File: src/rtl/ecpddr_rdlevel_pkg.sv
// Shared definitions for the ECP5 DDR3 read-leveling trainer.
package ecpddr_rdlevel_pkg;

  typedef enum logic [2:0] {
    StIdle,
    StSettle,
    StReq,
    StWait,
    StEval,
    StDone
  } state_e;

  // Expected 4-beat byte pattern per lane, beat 0 in the least significant byte.
  localparam logic [31:0] DefaultPattern = 32'ha55a_0ff0;
  localparam int unsigned BeatsPerRead   = 4;

  // Bit offset of lane l, beat b in the PHY read-data word (beats outermost).
  function automatic int unsigned byte_lsb(input int unsigned lane, input int unsigned beat,
                                           input int unsigned nlanes);
    return beat * nlanes * 8 + lane * 8;
  endfunction

endpackage

File: src/rtl/ecpddr_rdlevel_win.sv
// Per-lane window tracker: follows the current run of passing codes, keeps the longest one
// seen so far and presents its centre code.
module ecpddr_rdlevel_win
  import ecpddr_rdlevel_pkg::*;
#(
  parameter int unsigned RDLY_W  = 3,
  parameter int unsigned MIN_WIN = 2
) (
  input  logic              i_clk,
  input  logic              i_rst,
  input  logic              i_clear,   // start of a new sweep
  input  logic              i_update,  // final verdict for i_code is on i_pass
  input  logic              i_pass,
  input  logic              i_last,    // i_code is the last code of the sweep
  input  logic [RDLY_W-1:0] i_code,
  output logic [RDLY_W-1:0] o_mid,
  output logic              o_good
);

  // One extra bit so a run covering the whole sweep fits.
  localparam int unsigned LenW = RDLY_W + 1;

  logic [LenW-1:0]   cur_len_q, best_len_q, run_len;
  logic [RDLY_W-1:0] cur_start_q, best_start_q, run_start;
  logic [LenW-1:0]   mid_full;

  // Run as it stands once this code's verdict is folded in.
  always_comb begin
    run_len   = i_pass ? cur_len_q + 1'b1 : cur_len_q;
    run_start = (i_pass && (cur_len_q == '0)) ? i_code : cur_start_q;
  end

  // Extend the open run on a pass; a fail or the end of the sweep closes it and the
  // closed run only displaces the best on a strictly longer length.
  always_ff @(posedge i_clk or posedge i_rst) begin
    if (i_rst) begin
      cur_len_q    <= '0;
      cur_start_q  <= '0;
      best_len_q   <= '0;
      best_start_q <= '0;
    end else if (i_clear) begin
      cur_len_q    <= '0;
      cur_start_q  <= '0;
      best_len_q   <= '0;
      best_start_q <= '0;
    end else if (i_update) begin
      if (i_pass && !i_last) begin
        cur_len_q   <= run_len;
        cur_start_q <= run_start;
      end else begin
        cur_len_q <= '0;
        if (run_len > best_len_q) begin
          best_len_q   <= run_len;
          best_start_q <= run_start;
        end
      end
    end
  end

  // Floor centre of the best window; stays in range whenever o_good is set.
  assign mid_full = {1'b0, best_start_q} + ((best_len_q - 1'b1) >> 1);
  assign o_mid    = mid_full[RDLY_W-1:0];
  assign o_good   = (best_len_q >= LenW'(MIN_WIN));

endmodule

File: src/rtl/ecpddr_rdlevel.sv
// Read-leveling trainer: sweeps READCLKSEL on all lanes, issues NREPEAT test reads per code,
// checks BURSTDET and data, then drives each lane to the centre of its best window.
module ecpddr_rdlevel
  import ecpddr_rdlevel_pkg::*;
#(
  parameter int unsigned NLANES       = 2,
  parameter int unsigned RDLY_W       = 3,
  parameter int unsigned NREPEAT      = 4,
  parameter int unsigned SETTLE       = 8,   // must be at least 1
  parameter int unsigned TIMEOUT      = 255,
  parameter int unsigned MIN_WIN      = 2,
  parameter logic [31:0] PATTERN      = DefaultPattern,
  parameter int unsigned DEFAULT_RDLY = 1
) (
  input  logic                     i_clk,
  input  logic                     i_rst,
  input  logic                     i_start,
  output logic                     o_busy,
  output logic                     o_done,
  output logic [NLANES-1:0]        o_fail,
  output logic                     o_timeout,
  output logic [NLANES*RDLY_W-1:0] o_rdly,
  output logic                     o_rd_req,
  input  logic                     i_rd_ack,
  input  logic                     i_rd_valid,
  input  logic [NLANES*32-1:0]     i_rd_data,
  input  logic [NLANES-1:0]        i_burstdet
);

  localparam int unsigned RepW = (NREPEAT > 1) ? $clog2(NREPEAT) : 1;
  localparam int unsigned SetW = (SETTLE > 1) ? $clog2(SETTLE) : 1;
  localparam int unsigned TmoW = (TIMEOUT > 1) ? $clog2(TIMEOUT) : 1;
  localparam logic [RDLY_W-1:0] DefRdly = RDLY_W'(DEFAULT_RDLY);

  state_e            state_q;
  logic [RDLY_W-1:0] code_q, code_inc;
  logic [RepW-1:0]   rep_q;
  logic [SetW-1:0]   settle_q;
  logic [TmoW-1:0]   timer_q;
  logic [NLANES-1:0] code_ok_q;
  logic [NLANES-1:0] lane_pass;

  logic                           win_clear, win_update, win_last;
  logic [NLANES-1:0][RDLY_W-1:0]  lane_mid;
  logic [NLANES-1:0]              lane_good;
  logic [NLANES*RDLY_W-1:0]       res_rdly;
  logic [NLANES-1:0]              res_fail;

  assign code_inc = code_q + 1'b1;

  // Per-lane verdict for the read currently on the bus.
  always_comb begin
    lane_pass = '0;
    for (int l = 0; l < NLANES; l++) begin
      lane_pass[l] = i_burstdet[l];
      for (int b = 0; b < BeatsPerRead; b++) begin
        if (i_rd_data[byte_lsb(l, b, NLANES) +: 8] != PATTERN[b*8 +: 8]) begin
          lane_pass[l] = 1'b0;
        end
      end
    end
  end

  assign win_clear  = (state_q == StIdle) && i_start;
  assign win_update = (state_q == StEval) && (rep_q == RepW'(NREPEAT - 1));
  assign win_last   = (code_q == '1);

  for (genvar l = 0; l < NLANES; l++) begin : g_lane
    ecpddr_rdlevel_win #(
      .RDLY_W (RDLY_W),
      .MIN_WIN(MIN_WIN)
    ) u_win (
      .i_clk   (i_clk),
      .i_rst   (i_rst),
      .i_clear (win_clear),
      .i_update(win_update),
      .i_pass  (code_ok_q[l]),
      .i_last  (win_last),
      .i_code  (code_q),
      .o_mid   (lane_mid[l]),
      .o_good  (lane_good[l])
    );
  end

  // Final per-lane code and fail flag, applied in StDone.
  always_comb begin
    res_rdly = '0;
    res_fail = '0;
    for (int l = 0; l < NLANES; l++) begin
      res_fail[l]                   = ~lane_good[l];
      res_rdly[l*RDLY_W +: RDLY_W]  = lane_good[l] ? lane_mid[l] : DefRdly;
    end
  end

  // Training sequencer with registered handshake and result outputs.
  always_ff @(posedge i_clk or posedge i_rst) begin
    if (i_rst) begin
      state_q   <= StIdle;
      code_q    <= '0;
      rep_q     <= '0;
      settle_q  <= '0;
      timer_q   <= '0;
      code_ok_q <= '1;
      o_busy    <= 1'b0;
      o_done    <= 1'b0;
      o_fail    <= '0;
      o_timeout <= 1'b0;
      o_rd_req  <= 1'b0;
      o_rdly    <= {NLANES{DefRdly}};
    end else begin
      o_done <= 1'b0;
      unique case (state_q)
        StIdle: begin
          if (i_start) begin
            code_q    <= '0;
            rep_q     <= '0;
            settle_q  <= '0;
            code_ok_q <= '1;
            o_timeout <= 1'b0;
            o_busy    <= 1'b1;
            o_rdly    <= '0;
            state_q   <= StSettle;
          end
        end
        StSettle: begin
          if (settle_q == SetW'(SETTLE - 1)) begin
            settle_q <= '0;
            o_rd_req <= 1'b1;
            state_q  <= StReq;
          end else begin
            settle_q <= settle_q + 1'b1;
          end
        end
        StReq: begin
          if (i_rd_ack) begin
            o_rd_req <= 1'b0;
            timer_q  <= '0;
            state_q  <= StWait;
          end
        end
        StWait: begin
          // Data arriving up to TIMEOUT cycles after the ack edge is still accepted.
          if (i_rd_valid) begin
            code_ok_q <= code_ok_q & lane_pass;
            state_q   <= StEval;
          end else if (timer_q == TmoW'(TIMEOUT - 1)) begin
            o_timeout <= 1'b1;
            code_ok_q <= '0;
            state_q   <= StEval;
          end else begin
            timer_q <= timer_q + 1'b1;
          end
        end
        StEval: begin
          if (rep_q != RepW'(NREPEAT - 1)) begin
            rep_q    <= rep_q + 1'b1;
            o_rd_req <= 1'b1;
            state_q  <= StReq;
          end else if (!win_last) begin
            code_q    <= code_inc;
            rep_q     <= '0;
            code_ok_q <= '1;
            o_rdly    <= {NLANES{code_inc}};
            state_q   <= StSettle;
          end else begin
            state_q <= StDone;
          end
        end
        StDone: begin
          o_rdly  <= res_rdly;
          o_fail  <= res_fail;
          o_done  <= 1'b1;
          o_busy  <= 1'b0;
          state_q <= StIdle;
        end
        default: state_q <= StIdle;
      endcase
    end
  end

endmodule
File: config.mk
export PLATFORM = sky130hd
export DESIGN_NAME = ecpddr_rdlevel
export DESIGN_NICKNAME = d
export VERILOG_FILES = /design/src/rtl/ecpddr_rdlevel_pkg.sv /design/src/rtl/ecpddr_rdlevel_win.sv /design/src/rtl/ecpddr_rdlevel.sv
export SDC_FILE = /design/constraint.sdc
export NUM_CORES = 1
export LEC_CHECK = 0
export ABC_AREA = 0
export CELL_PAD_IN_SITES_DETAIL_PLACEMENT = 1
export CELL_PAD_IN_SITES_GLOBAL_PLACEMENT = 2
export CORE_ASPECT_RATIO = 1.5
export CORE_MARGIN = 5
export CORE_UTILIZATION = 35
export CTS_BUF_LIST = sky130_fd_sc_hd__clkbuf_8
export CTS_CLUSTER_SIZE = 24
export DETAILED_ROUTE_END_ITERATION = 7
export HOLD_SLACK_MARGIN = 0.12
export PLACE_DENSITY = 0.88
export SETUP_SLACK_MARGIN = 0.02
export SYNTH_ARGS = -nofsm -noshare
export SYNTH_HDL_FRONTEND = slang
export SYNTH_HIERARCHICAL = 1
export SYNTH_SLANG_ARGS = --single-unit
File: constraint.sdc
create_clock -name i_clk -period 4.21 [get_ports i_clk]
set_input_delay 0.842 -clock i_clk [delete_from_list [all_inputs] [get_ports i_clk]]
set_output_delay 0.842 -clock i_clk [all_outputs]
set_load 0.01 [all_outputs]
; ---- After elaboration in Yosys (flattened, before gate mapping)
; Index checks and enable logic that the tools add are counted.
[classes]
magnitude_cmp = 4
div = 0
n_mul = 0
add_sub_neg = 10
n_reduce_logical = 37
shift = 0
n_bitwise = 3
n_mux = 85
n_eq_ne = 31
[ops]
columns = cell, count
row1 = 3-bit two-way mux, 29
row2 = 4-bit two-way mux, 16
row3 = "8-bit inequality test, second input constant", 4
row4 = 8-bit two-way mux, 3
row5 = 4-bit AND reduction, 6
row6 = "2-bit inequality test, second input constant", 10
row7 = 2-bit nonzero test, 10
row8 = 6-bit two-way mux, 3
row9 = 6-bit one-hot mux with 3 select lines, 1
row10 = 1-bit two-way mux, 16
row11 = 2-bit two-way mux, 8
row12 = "8-bit by 4-bit inequality test with 1-bit output, second input constant", 2
row13 = "8-bit by 7-bit inequality test with 1-bit output, second input constant", 2
row14 = 8-bit one-hot mux with 2 select lines, 1
row15 = 3-bit one-hot mux with 5 select lines, 1
row16 = "3-bit equality test, second input constant", 4
row17 = 3-bit one-hot mux with 2 select lines, 2
row18 = 3-bit AND reduction, 3
row19 = 3-bit nonzero test, 3
row20 = "4-bit by 1-bit adder with 4-bit output, second input constant", 2
row21 = "8-bit by 1-bit adder with 8-bit output, second input constant", 1
row22 = "8-bit equality test, second input constant", 1
row23 = "4-bit by 2-bit >= comparator with 1-bit output, second input constant", 2
row24 = 4-bit > comparator, 2
row25 = 21 further kinds, 38
[totals]
rom_bits = 0
ramBits = 0
latchBits = 0
reg_bits = 61
output_inout_bits = 12
n_memories = 0

; ---- Depth between registers and ports, before layout
; Gate-level depths: netlist of the first run.
[logic_depth]
ltp_word = 8
mapped_depth = 10

; ---- Cells and area by module
; Netlist of the first run, hierarchy kept.
[modules_own_cells]
columns = module, area_each_um2, n_inst, seq_area_each_um2, cells_each
row1 = ecpddr_rdlevel, 1984.4, 1, 830.8, 211
row2 = ecpddr_rdlevel_win, 977.2, 2, 350.3, 98

; ---- Worst setup path after synthesis of the first run
; No wires, ideal clock.
[synth_path]
path_kind = reg2reg
from = register g_lane[0].u_win.cur_len_q[0]
to = register g_lane[0].u_win.best_len_q[0]
path_stages_with_launch = 10
arrival_ns = 2.115
n_path_buf = 0
setup_ns = 0.125
setup_slack_ns = 1.970
period_less_slack_ns = 2.240
t_required_ns = 4.085
cell_sequence = dfrtp_1 inv_1 ha_1 nand2_1 o21ai_0 ha_1 nor2b_1 o211ai_1 a21o_2 mux2_2
[synth_via]
elab_chain_cells = 6
elab_cells_between_ends = 9
cone_classes = add/sub (1) / order compare (1) / mux (5) / reduce/logical (2)
[synth_rtl]
columns = item, line_no
row1 = from (decl), ecpddr_rdlevel_win.sv:23  ; logic [LenW-1:0] cur_len_q, best_len_q, run_len;
row2 = from (signal assigned), ecpddr_rdlevel_win.sv:48  ; cur_len_q <= run_len;
row3 = 4-bit by 1-bit adder with 4-bit output, ecpddr_rdlevel_win.sv:29  ; run_len = i_pass ? cur_len_q + 1'b1 : cur_len_q;
row4 = 4-bit two-way mux *, ecpddr_rdlevel_win.sv:29
row5 = "parallel branches: the longest is 4 deep, another holds 4-bit > comparator", n/a
row6 = to (signal assigned), ecpddr_rdlevel_win.sv:53  ; best_len_q <= run_len;
row7 = to (decl), ecpddr_rdlevel_win.sv:23
; Every way passes the cells marked *. The select of a mux whose other input is x is not followed.
; A chain may end at the register's enable or synchronous reset.

; ---- Final worst setup path of the first run
[layout_path]
from = register state_q[0]
to = register g_lane[1].u_win.best_start_q[0]
[layout_via]
elab_chain_cells = 4
elab_cells_between_ends = 9
cone_classes = eq/ne (2) / mux (1) / reduce/logical (6)
[layout_rtl]
columns = item, line_no
row1 = from (decl), ecpddr_rdlevel.sv:35  ; state_e state_q;
row2 = from (signal assigned), ecpddr_rdlevel.sv:98  ; state_q <= StIdle;
row3 = from (signal assigned), ecpddr_rdlevel.sv:122  ; state_q <= StSettle;
row4 = from (signal assigned), ecpddr_rdlevel.sv:129  ; state_q <= StReq;
row5 = 3-bit equality test, ecpddr_rdlevel.sv:65  ; assign win_update = (state_q == StEval) && (rep_q == RepW'(NREPEAT - 1));
row6 = 1-bit logical AND, ecpddr_rdlevel.sv:65
row7 = named net win_update, ecpddr_rdlevel.sv:43  ; logic win_clear, win_update, win_last;
row8 = 2-bit nonzero test (no line), n/a
row9 = 3-bit AND reduction (no line), n/a
row10 = to (signal assigned), ecpddr_rdlevel_win.sv:54  ; best_start_q <= run_start;
row11 = to (decl), ecpddr_rdlevel_win.sv:24  ; logic [RDLY_W-1:0] cur_start_q, best_start_q, run_start;
; The timed path passes the listed nets, and every way through them passes these cells.

==> results of run 1 <==
## sequential cells by signal (all words and copies together), names as in the netlist
register / cells
timer_q: 8
g_lane.u_win/best_start_q: 6
g_lane.u_win/cur_start_q: 6
code_ok_q: 2
o_rd_req: 1
g_lane.u_win/cur_len_q: 8
o_rdly: 6
o_busy: 1
o_done: 1
state_q: 3
o_timeout: 1
rep_q: 2
g_lane.u_win/best_len_q: 8
o_fail: 2
code_q: 3
settle_q: 3
## synthesized netlist by cell type, types with 8 or more instances
library cell / n / area, µm²
nand4_1: 9 / 56.3
or4_1: 8 / 60.1
clkbuf_1: 9 / 33.8
nor2_1: 37 / 139
nor2b_1: 11 / 68.8
o21ai_1: 12 / 60.1
mux2i_1: 15 / 150
nand2b_1: 10 / 62.6
o21ai_0: 8 / 40.0
xnor2_1: 10 / 87.6
inv_1: 24 / 90.1
a211oi_1: 12 / 90.1
nand3_1: 9 / 45.0
mux2_1: 8 / 90.1
dfrtp_1: 57 / 1430
mux2_2: 8 / 90.1
ha_1: 25 / 313
a21oi_1: 19 / 95.1
nand2_1: 20 / 75.1
## report_power, final
part / switching (mW) / internal (mW) / total, mW
registers: 0.186 / 0.720 / 0.906
clock network: 0.216 / 0.199 / 0.415
logic: 0.437 / 0.416 / 0.853
## cell type report
cell class              count  area (µm²)
clock buffers               9         124
clock inverters             7        26.3
fillers                  1310        6020
inverters                  25        93.8
multi-input cells         305        2240
flip-flops and latches     61        1530
well taps                 147         184
repair buffers             84         836
## metrics by stage
| step | std cells | setup slack [ns] |
|---|---|---|
| 2_1_floorplan | 407 | 1.97 |
| 6_report | 638 | 1.61 |
| 5_1_grt | 638 | 1.43 |
| 4_1_cts | 638 | 1.62 |
| 3_3_place_gp | 622 | 1.51 |
| 3_5_place_dp | 622 | 1.50 |
## routing by layer
layer	routed length [µm]	GRT usage (%)	up-vias
li1	-	-	1638
met3	186	2.94	12
met4	176	5.10	0
met1	4170	18.1	1691
met5	0	0	-
met2	6330	32.5	27
## cells in the final DEF (no fill, tap or decap), types with 5 or more instances in the layout
master,instances
nor4bb_1,6
ha_1,25
nor2_1,37
a211oi_1,12
xnor2_1,10
xor2_1,5
o31ai_1,7
o21ai_1,12
o21ai_0,8
clkdlybuf4s50_1,82
nand2_1,20
dfrtp_1,57
and4b_1,6
nor2b_1,11
a31oi_1,6
or4_1,8
nand2b_1,10
nand3_1,9
mux2_2,8
a21oi_1,19
nor3b_1,5
nand4_1,9
mux2_1,8
and2_1,5
inv_1,31
mux2i_1,15
clkbuf_8,9
## worst max-delay path: stages, from the launching register on
cell and delay (ns):
dfrtp_1 0.63, nor3b_1 0.37, and2_1 0.55, nand3_1 0.28, a21o_2 0.33, mux2_1 0.32
## worst paths after layout
check / from / to / slack (ns) / cells after the start
min: o_rdly[3] / o_rdly[3] / 0.46 / 2
max reg2reg: state_q[0] / g_lane[1].u_win/best_start_q[0] / 1.61 / 5
min reg2reg: o_rdly[3] / o_rdly[3] / 0.46 / 2
max in group asynchronous: i_rst / o_rdly[3] / 2.88 / 3
min in group asynchronous: i_rst / g_lane[1].u_win/cur_start_q[2] / 0.92 / 2
max: state_q[0] / g_lane[1].u_win/best_start_q[0] / 1.61 / 5
## cell families after synthesis
kind of cell / synth area share, %
AND/OR/NAND/NOR: 22.9
AO/OA/AOI/OAI: 13.1
flip-flops: 38.9
buffers and inverters: 4.48
multiplexers: 8.39
adder cells (fa/ha/maj): 8.96
XOR/XNOR: 3.34
==> run_results.csv, run 1 <==
group,metric,value,unit
status,status,"completed",
global_route,grt_pass1_vias,3877,
drt,viasPerCell,5.28,
global_route,overflow,0,
cts,ctsResizeCount,0,
sta,clock_skew,0.00876,ns
pwr,p_leak,2.15,nW
sta,slew_violations,0,
yosys,synthFlopType,"dfrtp_1",
critical_path,cp.arrival,2.81,ns
yosys,syn_nets,505,
global_route,grt_pass1_wl,18800,µm
drt,drc,0,
cts,cts_root_buf,"clkbuf_8",
cts,cts_htree_levels,3,
sta,worst_pin_slew,0.924,ns
cts,cts_hold_buf,0,
cells_and_area,diodes,0,
sta,setup_tns,0,ns
sta,fin_crit_sh,61.7,%
cells_and_area,final_area,5030,µm²
yosys,syn-cell-area,3940,µm²
global_route,grt_max_degree,39,
drt,dr_total_vias,3368,
flow_run,drv_cap,0,
critical_path,cp-start-kind,"flip-flop",
cts,clock_latency,0.33,ns
pwr,vdd_drop_max,0.162,mV
sta,hold_violations,0,
cells_and_area,fin_util,45.5,%
yosys,syn_inst,407,
critical_path,endpoint_kind,"flip-flop",
drt,wl_per_cell,17.0,µm
cts,cts_buffers,9,
sta,whs,0.464,ns
critical_path,path_class,"reg2reg",
pwr,p_per_area,432,nW/µm²
global_route,antenna_found_initial,0,
yosys,avgSynthCellArea,9.68,µm²
pwr,finalPower,2.17,mW
die,die_y,140,µm
drt,wirelength,10900,µm
cells_and_area,drive_gt1_share,6.52,%
place,io_buffers,82,
yosys,async_flop_share,100,%
sta,relSlewSlack,38.4,%
yosys,synth_edf_count,0,
place,placed_cell_area,4880,µm²
yosys,yosys_warnings,6,
yosys,yosysSeqAreaShare,38.9,%
cts,clk_pin_slew,0.06,ns
place,place_hpwl,8720,µm
drt,drtAntennaViolNets,0,
yosys,ys_types,57,
critical_path,crit_path_max_fanout,21,
drt,first_pass_iters,4,
drt,drt_iter0_markers,106,
cells_and_area,fin_nets,584,
global_route,grt_usage,16.7,%
critical_path,critPathRequiredTime,4.42,ns
die,fp-row-count,47,
die,start_util,35.6,%
cts,tritoncts,"done",
die,ios,83,
die,die_w,96.6,µm
sta,rsz0062_at_grt,"false",
cts,clkSinkCount,61,
sta,max_freq,0.385,GHz
cts,clk_path_buf_depth,2,
yosys,yosys_register_bits,61,
cells_and_area,area_growth_syn_to_layout,27.7,%
sta,final-setup-viol-count,0,
cts,post-cts-setup-buffer-count,0,
sta,min_period,2.60,ns
die,die_area,13500,µm²
place,gp_congestion,0.740,
hold_path,hold_class,"reg2reg",
die,core-area,11100,µm²
No activity file was read; power rests on OpenSTA's default activity.
==> run 2, diff against run 1 <==
Settings changed: CORE_UTILIZATION 35 to 33, PLACE_DENSITY 0.88 to 0.83.
Clock period 4.21 ns to 2.4 ns, I/O delays scaled along.
==> run_results.csv, run 2 (same netlist as run 1, synthesis figures left out) <==
group,metric,value,unit
status,status,"completed",
drt,wirelength,12100,µm
cells_and_area,fin_nets,612,
sta,relSlewSlack,60.2,%
drt,first_pass_iters,4,
cells_and_area,final_area,5380,µm²
critical_path,cpMaxStageDelayCell,"dfrtp_1",
global_route,grt_max_degree,39,
hold_path,holdPathEnd,"o_rdly[3]",
cells_and_area,area_growth_syn_to_layout,36.5,%
cts,cts_htree_levels,3,
global_route,grt_usage,17.3,%
critical_path,crit-reg2reg-launch,"g_lane[0].u_win/cur_len_q[0]",
die,start_util,33.3,%
place,io_buffers,82,
pwr,p_sw_share,36.7,%
cts,tritoncts,"done",
cts,cts_hold_buf,0,
drt,viasPerCell,5.21,
cells_and_area,drive_gt1_share,14.1,%
sta,hold_violations,0,
hold_path,worstHoldStart,"o_rdly[3]",
critical_path,worstPathCellList,"inv_1 -> ha_1 -> nand2_1 -> o21ai_2 -> ha_1 -> nor2b_1 -> o211ai_1 -> a21o_2 -> mux2_2",
critical_path,endpoint_kind,"flip-flop",
cells_and_area,final_common_cell,"clkdlybuf4s50_1",
sta,worst_pin_slew,0.596,ns
die,core-area,11800,µm²
pwr,p_sw,1.63,mW
pwr,p_leak,2.34,nW
pwr,pwr-share-clk,23.7,%
die,fp-row-count,49,
drt,drtAntennaViolNets,0,
place,place_hpwl,9430,µm
cells_and_area,fin_util,45.4,%
cts,cts_buffers,9,
flow_run,drv_cap,0,
cts,cts_root_buf,"clkbuf_8",
sta,rsz0062_at_grt,"false",
critical_path,critPathRequiredTime,2.63,ns
cells_and_area,diodes,0,
cells_and_area,final_cell_mix,"clkdlybuf4s50_1 (82), dfrtp_1 (57), nor2_1 (37), buf_4 (29)",
pwr,vdd_drop_max,0.311,mV
pwr,pwr-share-comb,43.4,%
die,die_y,144,µm
global_route,overflow,0,
die,ios,83,
sta,clock_skew,0.00643,ns
critical_path,cp-start-kind,"flip-flop",
place,gp_congestion,0.783,
critical_path,slowest_delay,0.37,ns
place,placed_cell_area,5070,µm²
cts,clkSinkCount,61,
sta,min_period,2.29,ns
critical_path,r2r-end,"g_lane[0].u_win/best_start_q[0]",
cells_and_area,reg_top3,"g_lane.u_win/best_len_q (8), g_lane.u_win/cur_len_q (8), timer_q (8)",
drt,wl_per_cell,17.9,µm
global_route,grt_pass1_vias,3933,
pwr,seqPwrFrac,32.9,%
cts,clock_latency,0.35,ns
cts,clk_pin_slew,0.07,ns
critical_path,path_class,"reg2reg",
hold_path,hold_depth,2,
die,die_w,99.2,µm
critical_path,ff2ff_setup_slack,0.11,ns
global_route,grt_pass1_wl,19500,µm
cts,clk_path_buf_depth,2,
critical_path,cpMostUsedCell,"ha_1",
cells_and_area,num-fill-cells,1343,
critical_path,crit_path_max_fanout,7,
drt,drt_iter0_markers,73,
sta,fin_crit_sh,95.5,%
critical_path,cp.arrival,2.52,ns
hold_path,hold_class,"reg2reg",
sta,max_freq,0.436,GHz
sta,final-setup-viol-count,0,
drt,drc,0,
die,die_area,14300,µm²
pwr,p_int,2.80,mW
pwr,p_per_area,824,nW/µm²
drt,dr_total_vias,3504,
global_route,antenna_found_initial,0,
critical_path,worstRegToRegCells,9,
sta,slew_violations,0,
-- run 2: worst max-delay path, delay by kind of cell (launching register included) --
family	cells	cell delay (ns)
adder cells (fa/ha/maj)	2	0.57
multiplexers	1	0.35
buffers and inverters	1	0.07
AO/OA/AOI/OAI	3	0.56
flip-flops	1	0.37
AND/OR/NAND/NOR	2	0.25
-- run 2: how the worst max path moves through the flow --
stage,startpoint,to,depth (start not counted)
final,g_lane[0].u_win/cur_len_q[0],g_lane[0].u_win/best_start_q[0],9
after global routing,g_lane[0].u_win/cur_len_q[0],g_lane[0].u_win/best_start_q[2],9
after CTS,g_lane[1].u_win/cur_len_q[1],g_lane[1].u_win/best_start_q[0],9
after detailed placement,g_lane[1].u_win/cur_len_q[0],g_lane[1].u_win/best_start_q[0],9
after global placement,i_rd_valid,code_ok_q[1],5
after floorplan,g_lane[0].u_win/cur_len_q[0],g_lane[0].u_win/best_len_q[0],9
-- run 2: power by group through the flow --
stage	clock, mW	sequential [mW]	combinational (mW)
finish	1.05	1.46	1.92
detailed placement	0	1.47	1.87
global placement	0	1.46	1.81
CTS	1.08	1.45	1.91
floorplan	0	1.45	1.11
global route	1.14	1.49	2.12
-- run 2: final cells by class --
class / count / area, µm² / area share (%)
Clock inverter: 5 / 73.8 / 1.37
Timing Repair Buffer: 112 / 1060 / 19.7
Tap cell: 153 / 191 / 3.56
Inverter: 25 / 93.8 / 1.74
Sequential cell: 61 / 1530 / 28.5
Multi-Input combinational cell: 305 / 2280 / 42.3
Clock buffer: 11 / 151 / 2.82
-- run 2: timing repair --
action	4_1_cts	5_1_grt
pin swaps	2	4
setup buffers	4	2
endpoints found under the setup margin	8	12
gates resized for setup	0	10
-- run 2: per-stage QoR --
stage               TNS, ns  std cells  hold slack, ns  worst slack, ns  total power, mW
floorplan                 0        407           0.369            0.160             2.56
global placement          0        650           0.455           0.0362             3.26
detailed placement  -0.0384        650           0.458          -0.0135             3.34
CTS                       0        670           0.471           0.0350             4.44
global route              0        672           0.495          0.00353             4.75
finish                    0        672           0.469            0.109             4.43
-- run 2: routing by layer --
metal	global-route usage, %	part of all wire (%)	up-vias
met5	0	0	-
met4	7.63	2.9	0
met3	3.79	2.2	22
met2	32.7	56	35
met1	18.2	39	1761
li1	-	-	1686
==> run 3, diff against run 2 <==
Settings changed: GPL_ROUTABILITY_DRIVEN set to 1.
==> results of run 3 <==
The final DEF is identical to that of run 2; final timing and power are the same.
